File: src/rtl/pcie_wr_seq_pkg.sv
`default_nettype none
// ============================================================================
// Module   : pcie_wr_seq_pkg
// Purpose  : Shared constants, state encoding and address helper for the
//            PCIe write-request sequencer (pcie_wr_seq).
// Contents : REQ_BYTES, BEATS_PER_REQ, REQS_PER_PAGE, PAGE_SHIFT, derived
//            slot widths, state_t enum, page_base() helper.
// Revision : 1.0 - initial release
// ============================================================================
package pcie_wr_seq_pkg;

  // One request is 128 bytes = 32 DW = 16 beats of 64 bits.
  localparam int REQ_BYTES     = 128;
  localparam int BEATS_PER_REQ = 16;
  localparam int REQS_PER_PAGE = 32;
  localparam int PAGE_SHIFT    = 12;

  // Byte offset of a request inside its page lives in addr[PAGE_SHIFT-1:REQ_SHIFT].
  localparam int REQ_SHIFT = $clog2(REQ_BYTES);
  localparam int SLOT_W    = PAGE_SHIFT - REQ_SHIFT;
  localparam int BEAT_W    = $clog2(BEATS_PER_REQ);

  typedef enum logic [2:0] {
    IDLE = 3'd0,
    LOAD = 3'd1,
    WAIT = 3'd2,
    XFER = 3'd3,
    HOLD = 3'd4
  } state_t;

  // Page-aligned byte address from the page frame number (pa_data[63:12]).
  function automatic logic [63:0] page_base(input logic [63-PAGE_SHIFT:0] pfn);
    return {pfn, {PAGE_SHIFT{1'b0}}};
  endfunction

endpackage : pcie_wr_seq_pkg
`default_nettype wire

File: src/rtl/pcie_wr_seq.sv
`default_nettype none
// ============================================================================
// Module   : pcie_wr_seq
// Purpose  : Write-request sequencer feeding the PCIe TX TLP formatter.
//            Pops 4 KiB page addresses, then issues 32 back-to-back 128-byte
//            memory-write requests per page, each drained as 16 x 64-bit
//            beats from an FWFT data FIFO.
// Revision : 1.0 - initial release
//
// Ports
//   clock       in   system clock
//   reset       in   synchronous, active-high
//   enable      in   run; low blocks the start of any new request
//   pa_valid    in   page address available
//   pa_data     in   host page address (bits [11:0] ignored)
//   pa_ready    out  page address accepted this cycle (combinational, LOAD)
//   fifo_data   in   FWFT FIFO head word
//   fifo_count  in   FIFO occupancy in 64-bit words
//   fifo_rd_en  out  pop FIFO head (combinational from wr_ready in XFER)
//   wr_valid    out  request pending to the formatter (registered)
//   wr_addr     out  128-byte aligned request byte address
//   wr_data     out  beat data, pass-through of fifo_data
//   wr_ready    in   formatter consumed one beat this cycle
//   page_done   out  one-cycle pulse in the HOLD cycle of a page's 32nd request
//   req_count   out  completed requests since reset
//
// Build option
//   PCIE_WR_SEQ_REQ_COUNT_EN : when defined, req_count is a free-running
//                              32-bit count of HOLD cycles; otherwise it is
//                              tied to zero.
// ============================================================================
module pcie_wr_seq
  import pcie_wr_seq_pkg::*;
#(
  parameter int COUNT_W = 10
) (
  input  logic               clock,
  input  logic               reset,
  input  logic               enable,
  input  logic               pa_valid,
  input  logic [63:0]        pa_data,
  output logic               pa_ready,
  input  logic [63:0]        fifo_data,
  input  logic [COUNT_W-1:0] fifo_count,
  output logic               fifo_rd_en,
  output logic               wr_valid,
  output logic [63:0]        wr_addr,
  output logic [63:0]        wr_data,
  input  logic               wr_ready,
  output logic               page_done,
  output logic [31:0]        req_count
);

  localparam logic [COUNT_W-1:0] c_min_count = COUNT_W'(BEATS_PER_REQ);
  localparam logic [BEAT_W-1:0]  c_last_beat = BEAT_W'(BEATS_PER_REQ - 1);
  localparam logic [SLOT_W-1:0]  c_last_req  = SLOT_W'(REQS_PER_PAGE - 1);

  state_t              r_state;
  state_t              w_next_state;
  logic [BEAT_W-1:0]   r_beat_cnt;
  logic [SLOT_W-1:0]   r_req_idx;
  logic [63:0]         r_wr_addr;
  logic                r_wr_valid;
  logic                r_page_done;
  logic                w_last_beat;
  logic [SLOT_W-1:0]   w_next_slot;
  logic                w_unused_pa_low;

  // Low page-address bits are architecturally ignored.
  assign w_unused_pa_low = ^pa_data[PAGE_SHIFT-1:0];

  assign w_last_beat = (r_state == XFER) && wr_ready && (r_beat_cnt == c_last_beat);

  // Only the in-page slot field is incremented, so the page bits can never
  // carry and a request never crosses a 4 KiB boundary.
  assign w_next_slot = r_wr_addr[PAGE_SHIFT-1:REQ_SHIFT] + SLOT_W'(1);

  // --------------------------------------------------------------------------
  // Next-state logic
  // --------------------------------------------------------------------------
  always_comb begin
    w_next_state = r_state;
    case (r_state)
      IDLE: begin
        if (enable) w_next_state = LOAD;
      end
      LOAD: begin
        if (pa_valid) w_next_state = WAIT;
      end
      WAIT: begin
        // A whole request must already be in the FIFO so XFER never stalls
        // on data.
        if (enable && (fifo_count >= c_min_count)) w_next_state = XFER;
      end
      XFER: begin
        // enable is deliberately not looked at: a started request always
        // completes all of its beats.
        if (w_last_beat) w_next_state = HOLD;
      end
      HOLD: begin
        if (r_req_idx == c_last_req) begin
          w_next_state = enable ? LOAD : IDLE;
        end else begin
          w_next_state = WAIT;
        end
      end
      default: w_next_state = IDLE;
    endcase
  end

  // --------------------------------------------------------------------------
  // State, address and request bookkeeping
  // --------------------------------------------------------------------------
  always_ff @(posedge clock) begin
    if (reset) begin
      r_state     <= IDLE;
      r_beat_cnt  <= '0;
      r_req_idx   <= '0;
      r_wr_addr   <= '0;
      r_wr_valid  <= 1'b0;
      r_page_done <= 1'b0;
    end else begin
      r_state     <= w_next_state;
      r_wr_valid  <= (w_next_state == XFER);
      // Registered so the pulse lines up exactly with the HOLD cycle.
      r_page_done <= w_last_beat && (r_req_idx == c_last_req);

      // Beat counter wraps to zero on the last beat, ready for the next request.
      if ((r_state == XFER) && wr_ready) begin
        r_beat_cnt <= r_beat_cnt + BEAT_W'(1);
      end

      if ((r_state == LOAD) && pa_valid) begin
        r_wr_addr <= page_base(pa_data[63:PAGE_SHIFT]);
        r_req_idx <= '0;
      end

      // The formatter samples wr_addr after the last beat, so the address
      // moves only when HOLD is left.
      if (r_state == HOLD) begin
        r_wr_addr <= {r_wr_addr[63:PAGE_SHIFT], w_next_slot, {REQ_SHIFT{1'b0}}};
        r_req_idx <= r_req_idx + SLOT_W'(1);
      end
    end
  end

  // --------------------------------------------------------------------------
  // Optional completed-request counter
  // --------------------------------------------------------------------------
`ifdef PCIE_WR_SEQ_REQ_COUNT_EN
  logic [31:0] r_req_count;

  always_ff @(posedge clock) begin
    if (reset) begin
      r_req_count <= '0;
    end else if (r_state == HOLD) begin
      r_req_count <= r_req_count + 32'd1;
    end
  end

  assign req_count = r_req_count;
`else
  assign req_count = 32'd0;
`endif

  // --------------------------------------------------------------------------
  // Outputs
  // --------------------------------------------------------------------------
  assign pa_ready   = (r_state == LOAD);
  // Zero-latency FWFT pop: the head word is consumed in the same cycle the
  // formatter takes the beat.
  assign fifo_rd_en = (r_state == XFER) && wr_ready;
  assign wr_valid   = r_wr_valid;
  assign wr_addr    = r_wr_addr;
  assign wr_data    = fifo_data;
  assign page_done  = r_page_done;

endmodule : pcie_wr_seq
`default_nettype wire

File: config.mk
export PLATFORM = sky130hd
export DESIGN_NAME = pcie_wr_seq
export DESIGN_NICKNAME = d
export VERILOG_FILES = /design/src/rtl/pcie_wr_seq_pkg.sv /design/src/rtl/pcie_wr_seq.sv
export SDC_FILE = /design/constraint.sdc
export NUM_CORES = 1
export LEC_CHECK = 0
export ABC_AREA = 1
export BUFFER_PORTS_ARGS = -buffer_cell sky130_fd_sc_hd__buf_4
export CAP_MARGIN = 40
export CORE_AREA = 2 2 118 120
export DETAILED_ROUTE_END_ITERATION = 16
export DIE_AREA = 0 0 120 122
export GPL_TIMING_DRIVEN = 1
export PLACE_DENSITY = 0.6
export SYNTH_ARGS = -nofsm -noshare
export SYNTH_HDL_FRONTEND = slang
export SYNTH_SLANG_ARGS = --single-unit
File: constraint.sdc
create_clock -name clock -period 1.5 [get_ports clock]
set_clock_uncertainty 0.2 [all_clocks]
set_input_delay 0 -clock clock [delete_from_list [all_inputs] [get_ports clock]]
set_output_delay 0 -clock clock [all_outputs]
set_load 0.02 [all_outputs]
==> results.toml, run 1 <==
[clocking]
numCtsBuffers = 9
h-tree-depth = 3
root_buffer = "clkbuf_16"
clk_pin_slew_ns = 0.05
clock_latency_ns = 0.32
clock_sinks = 71
cts.path.max_buffers = 2
cts_tree = "done"

[pwr]
pwr_density_cell_mw_per_mm2 = 910
internal_power_mw = 3.84
power_mw = 5.42
clockPowerShare_pct = 34.1
p_sw_mw = 1.57
p_leak_nw = 2.70
p_comb_share_pct = 27.5
swShare_pct = 29.1
vdd_drop_max_mv = 0.425
seq_power_share_pct = 38.4

[cells_and_area]
drive_gt1_share_pct = 29.8
area_growth_pct = 69.3
fin_util_pct = 44.1
design_area_sq_mm = 0.00595
final_cell_count_no_fill = 856
nets = 820

[floorplanning]
die-area_sq_mm = 0.0146
num_rows = 43
fp.dieW_microns = 120
die_h_microns = 122
initial_core_util_pct = 26.0
core_sq_mm = 0.0135
ios = 307

[synth]
avgSynthCellArea_sq_um = 7.63
synth_edf_count = 0
async_reset_ff_share_pct = 0
synth_warnings = 0
ys_seq_area_share_pct = 40.4
netlist_instances = 461
synthesis.area_sq_mm = 0.00352
ys.flop_type = "dfxtp_1"
synth.distinct_cells = 27
ys_ff_latch = 71

[grt]
grt_pass1_wl_mm = 15.6
grt_pass1_vias = 3377
grt_max_degree = 41
antenna_found_initial = 1
overflow = 0
grt.total_usage_pct = 13.4

[timing]
timing.final.crit_share_pct = 104
tns_ns = -0.455
period_needed_ns = 1.57
setup_viol = 22
drv_slew = 0
finalHoldViolations = 0
holdWs_ns = 0.256
clock.fmax_mhz = 639
final.setup.worst_slack_ns = -0.0651
rsz0062_at_grt = "true"

[worst_setup_path]
path_class = "register to register"
crit_arrival_ns = 1.57
worstPathMaxFanout = 19
start_kind = "register"
cp_cell_sequence = "inv_2, nor3_4, nand2_4, buf_12, o21ai_0, nor2_1"
cpMaxStageDelayCell = "dfxtp_2"
crit_family = "simple AND/OR/NAND/NOR gates"
crit_path_end_kind = "register"
critPathBufInv = 2
worst_ep_required_time_ns = 1.51
crit_path_max_incr_delay_ns = 0.33

[hold_path]
hold_class = "input port to register"

[run]
maxCapViolCount = 0

[place]
port_buffers = 123
placed_area_sq_mm = 0.00413
dp.cells = 700
gp_congestion = 0.797
dp_hpwl_mm = 6.28
dp_slack_ns = -0.0944

[status]
violations = "setup timing"
status = "finished, violations left"

[detailed_routing]
vias = 3631
dr.first_iter.drc_count = 109
dr.pass1.iters = 4
vias_per_cell = 4.24
drt_wl_total_mm = 11.2
wl_per_cell_microns = 13.1
drc = 0
drtAntennaViolNets = 0
tightest hold or removal path, stage by stage:
cell,delay (ns)
dlygate4sd3_1,0.52
buf_4,0.10
o21ai_1,0.06
nor2_1,0.07
cell families (layout without fill, tap and decap cells):
| family | count (synthesis) | count (layout) | synth area share [%] |
|---|---|---|---|
| and+or+nand+nor | 176 | 177 | 20.6 |
| other | 1 | 40 | 0.107 |
| AOI/OAI and AO/OA | 71 | 71 | 10.2 |
| adders and majority gates | 4 | 4 | 1.42 |
| buffers and inverters | 138 | 313 | 27.2 |
| DFF | 71 | 71 | 40.4 |
cell type report:
class	count	area, sq um
Fill cell	1271	7550
Timing Repair Buffer	283	2580
Sequential cell	71	1430
Multi-Input combinational cell	291	1380
Clock buffer	11	243
Tap cell	180	225
Inverter	17	73.8
Clock inverter	2	10.0
Antenna cell	1	2.50
final timing paths:
path / startpoint / to / slack (ns) / cells after the start
setup / recovery: r_state[0]$_SDFF_PP0_ / wr_addr[15]$_SDFFE_PP0P_ / -0.07 / 6
hold / removal: pa_data[47] / wr_addr[47]$_SDFFE_PP0P_ / 0.26 / 4
setup reg to reg: r_state[0]$_SDFF_PP0_ / wr_addr[15]$_SDFFE_PP0P_ / -0.07 / 6
hold reg to reg: wr_addr[14]$_SDFFE_PP0P_ / wr_addr[14]$_SDFFE_PP0P_ / 0.28 / 2
sequential cells by signal, summed over array words and instances (netlist names):
signal,count
r_state,3
page_done,1
r_req_idx,5
r_beat_cnt,4
wr_addr,57
wr_valid,1
timing repair:
action	CTS	global route
setup endpoints to repair	26	67
endpoints found under the hold margin	130	0
setup buffers	7	6
pin swaps	7	11
gates resized for setup	14	46
hold buffers	126	0
cloned	1	4
power by group through the flow:
stage | Sequential, mW | Combinational (mW) | Clock (mW)
after floorplan | 2.26 | 0.728 | 0
after global placement | 2.11 | 0.954 | 0
after detailed placement | 2.12 | 0.962 | 0
after CTS | 2.08 | 1.37 | 1.95
after global routing | 2.09 | 1.60 | 2.01
final | 2.08 | 1.49 | 1.85
synth_stat cells (2+ instances only):
cell / number / area share, %
nand2_1: 25 / 2.7
nor2_1: 122 / 13
buf_6: 5 / 1.6
inv_2: 3 / 0.32
nor3_1: 2 / 0.28
clkbuf_1: 6 / 0.64
nand4_1: 2 / 0.36
nand3_1: 20 / 2.8
dfxtp_1: 71 / 40
a21oi_1: 13 / 1.9
buf_4: 103 / 22
clkbuf_2: 5 / 0.71
inv_1: 13 / 1.4
ha_1: 4 / 1.4
o21ai_0: 55 / 7.8
cell usage in the layout, fill, tap and decap left out, types with 4 or more instances in the layout:
cell type / instances
buf_4: 141
dlygate4sd3_1: 126
inv_2: 4
nand2_4: 4
conb_1: 39
nand3_1: 18
nand2_2: 4
nand2_1: 19
a21oi_1: 13
clkbuf_16: 12
o21ai_1: 21
inv_1: 11
buf_12: 5
dfxtp_1: 66
nor2_1: 117
o21ai_0: 34
buf_6: 8
layer usage:
metal  vias to the layer above  part of all wire, %  GRT usage, %
met5                         -                    0             0
met4                         0                  3.0          6.18
met3                        33                  7.8          3.42
met2                       209                   53          25.4
met1                      1639                   36          13.9
li1                       1750                    -             -
Note: power is estimated with default switching activity, not from simulation.
==> inputs of run 2 (changes only) <==
PLACE_DENSITY = 0.57   (was 0.6)
clock period = 1.51 ns   (was 1.5 ns; I/O delays follow)
==> run 2 against run 1 <==
Effect of this change:
- the run still ends with setup timing left
- critical path depth did not move
- sequential power barely moved
- final cell count did not move
- first-iteration DRC count rose by 25%
- critical path type unchanged
- largest cell class unchanged
==> results.toml, run 2 (same netlist as run 1, synthesis figures left out) <==
[grt]
grt_max_degree = 51
grt_pass1_vias = 3204
antenna_found_initial = 0
grt_pass1_wl_mm = 15.0
grt.total_usage_pct = 13.1
overflow = 0

[timing]
setup_viol = 38
finalHoldViolations = 0
final.setup.worst_slack_ns = -0.0859
rsz0062_at_grt = "true"
tns_ns = -0.966
clock.fmax_mhz = 627
timing.final.crit_share_pct = 106
period_needed_ns = 1.60
drv_slew = 0
holdWs_ns = 0.239

[worst_setup_path]
start_kind = "register"
r2r_start = "r_state[0]$_SDFF_PP0_"
crit_family = "simple AND/OR/NAND/NOR gates"
r2r-end = "wr_addr[38]$_SDFFE_PP0P_"
crit_path_max_incr_delay_ns = 0.33
crit_arrival_ns = 1.63
path_class = "register to register"
crit_path_end_kind = "register"
rrSetupSlack_ns = -0.09
critPathBufInv = 2
worst_ep_required_time_ns = 1.54
ff2ff_path_depth = 6
worstPathMaxFanout = 9
cpMaxStageDelayCell = "dfxtp_2"
cp_cell_sequence = "inv_2, nor3_4, nand2_4, buf_6, o21ai_0, nor2_1"

[hold_path]
worstHoldEndpoint = "wr_addr[19]$_SDFFE_PP0P_"
hold_class = "input port to register"
hp-start = "pa_data[19]"
hold_depth = 4

[cells_and_area]
layout_common_cells = "137 x buf_4, 126 x dlygate4sd3_1, 110 x nor2_1"
largest_reg_flops = 57
insertedDiodeCount = 0
design_area_sq_mm = 0.00603
area_growth_pct = 71.4
fin_util_pct = 44.6
drive_gt1_share_pct = 31.7
nets = 818
final_common_cell = "buf_4"
final_cell_count_no_fill = 856

[floorplanning]
die-area_sq_mm = 0.0146
num_rows = 43
ios = 307
die_h_microns = 122
core_sq_mm = 0.0135
initial_core_util_pct = 26.0
fp.dieW_microns = 120

[clocking]
clock_sinks = 71
root_buffer = "clkbuf_16"
clock_latency_ns = 0.34
cts.path.max_buffers = 2
h-tree-depth = 3
cts_tree = "done"
clk_pin_slew_ns = 0.06
numCtsBuffers = 9

[place]
gp_congestion = 0.777
port_buffers = 123
dp.cells = 703
dp_hpwl_mm = 6.18
placed_area_sq_mm = 0.00414

[status]
violations = "setup timing"
status = "finished, violations left"

[pwr]
pwr_density_cell_mw_per_mm2 = 948
vdd_drop_max_mv = 0.430
swShare_pct = 29.4
p_sw_mw = 1.68
p_leak_nw = 2.71
internal_power_mw = 4.03
seq_power_share_pct = 36.2
p_comb_share_pct = 26.0
clockPowerShare_pct = 37.8

[detailed_routing]
drtAntennaViolNets = 0
drt_wl_total_mm = 11.1
wl_per_cell_microns = 13.0
drc = 0
dr.first_iter.drc_count = 136
vias_per_cell = 4.20
dr.pass1.iters = 4
vias = 3593

[run]
maxCapViolCount = 0
run 2: cell types whose count changed in the layout (fill, tap and decap cells not counted), moves of 2 or more:
cell,before,now
o21ai_1,21,6
o21ai_0,34,48
nor2_2,3,11
nor2_1,117,110
a21oi_1,13,9
a21oi_2,0,4
buf_4,141,137
clkinv_4,0,4
dfxtp_4,2,0
nand2_4,4,2
run 2: what timing repair did:
item | 4_1_cts | 5_1_grt
gates cloned | 1 | 5
pin swaps | 8 | 19
setup endpoints to repair | 10 | 58
endpoints found under the hold margin | 131 | 0
hold buffers | 126 | 0
buffers inserted | 3 | 2
resized for setup | 13 | 46
run 2: through the flow:
step           setup slack, ns  power [mW]
6_report               -0.0859        5.71
2_1_floorplan          0.00301        2.96
3_3_place_gp           -0.0346        3.05
3_5_place_dp           -0.0472        3.06
4_1_cts                -0.0363        5.68
5_1_grt                 -0.205        6.01
run 2: tightest hold or removal path, delay by kind of cell:
kind	cells	cell delay [ns]
simple gates	1	0.06
buf+inv	2	0.63
compound gates	1	0.05
run 2: final cells by class:
type                            count  area (sq um)
Inverter                           17          78.8
Multi-Input combinational cell    291          1410
Fill cell                        1254          7480
Sequential cell                    71          1430
Timing Repair Buffer              281          2580
Tap cell                          180           225
Clock inverter                      6          70.1
Clock buffer                       10           239
run 2: power by group through the flow:
| stage | logic (mW) | clock network (mW) | registers [mW] |
|---|---|---|---|
| after floorplan | 0.721 | 0 | 2.24 |
| after global routing | 1.59 | 2.34 | 2.08 |
| final | 1.48 | 2.16 | 2.07 |
| after global placement | 0.946 | 0 | 2.10 |
| after detailed placement | 0.957 | 0 | 2.11 |
| after CTS | 1.37 | 2.25 | 2.07 |
run 2: worst max-delay path by stage:
stage / depth (start not counted) / startpoint / endpoint
5_1_grt: 6 / r_state[0]$_SDFF_PP0_ / wr_addr[50]$_SDFFE_PP0P_
3_3_place_gp: 12 / r_req_idx[0]$_SDFFE_PP0P_ / wr_valid$_SDFF_PP0_
2_1_floorplan: 6 / r_state[0]$_SDFF_PP0_ / wr_addr[13]$_SDFFE_PP0P_
4_1_cts: 12 / r_req_idx[1]$_SDFFE_PP0P_ / wr_valid$_SDFF_PP0_
3_5_place_dp: 11 / r_req_idx[1]$_SDFFE_PP0P_ / wr_valid$_SDFF_PP0_
6_report: 6 / r_state[0]$_SDFF_PP0_ / wr_addr[38]$_SDFFE_PP0P_
run 2: layer usage:
layer | share of wire (%) | vias to the layer above | GRT usage [%]
li1 | - | 1751 | -
met1 | 37 | 1628 | 13.8
met2 | 53 | 197 | 24.5
met3 | 7.7 | 17 | 4.03
met4 | 1.9 | 0 | 5.07
met5 | 0 | - | 0
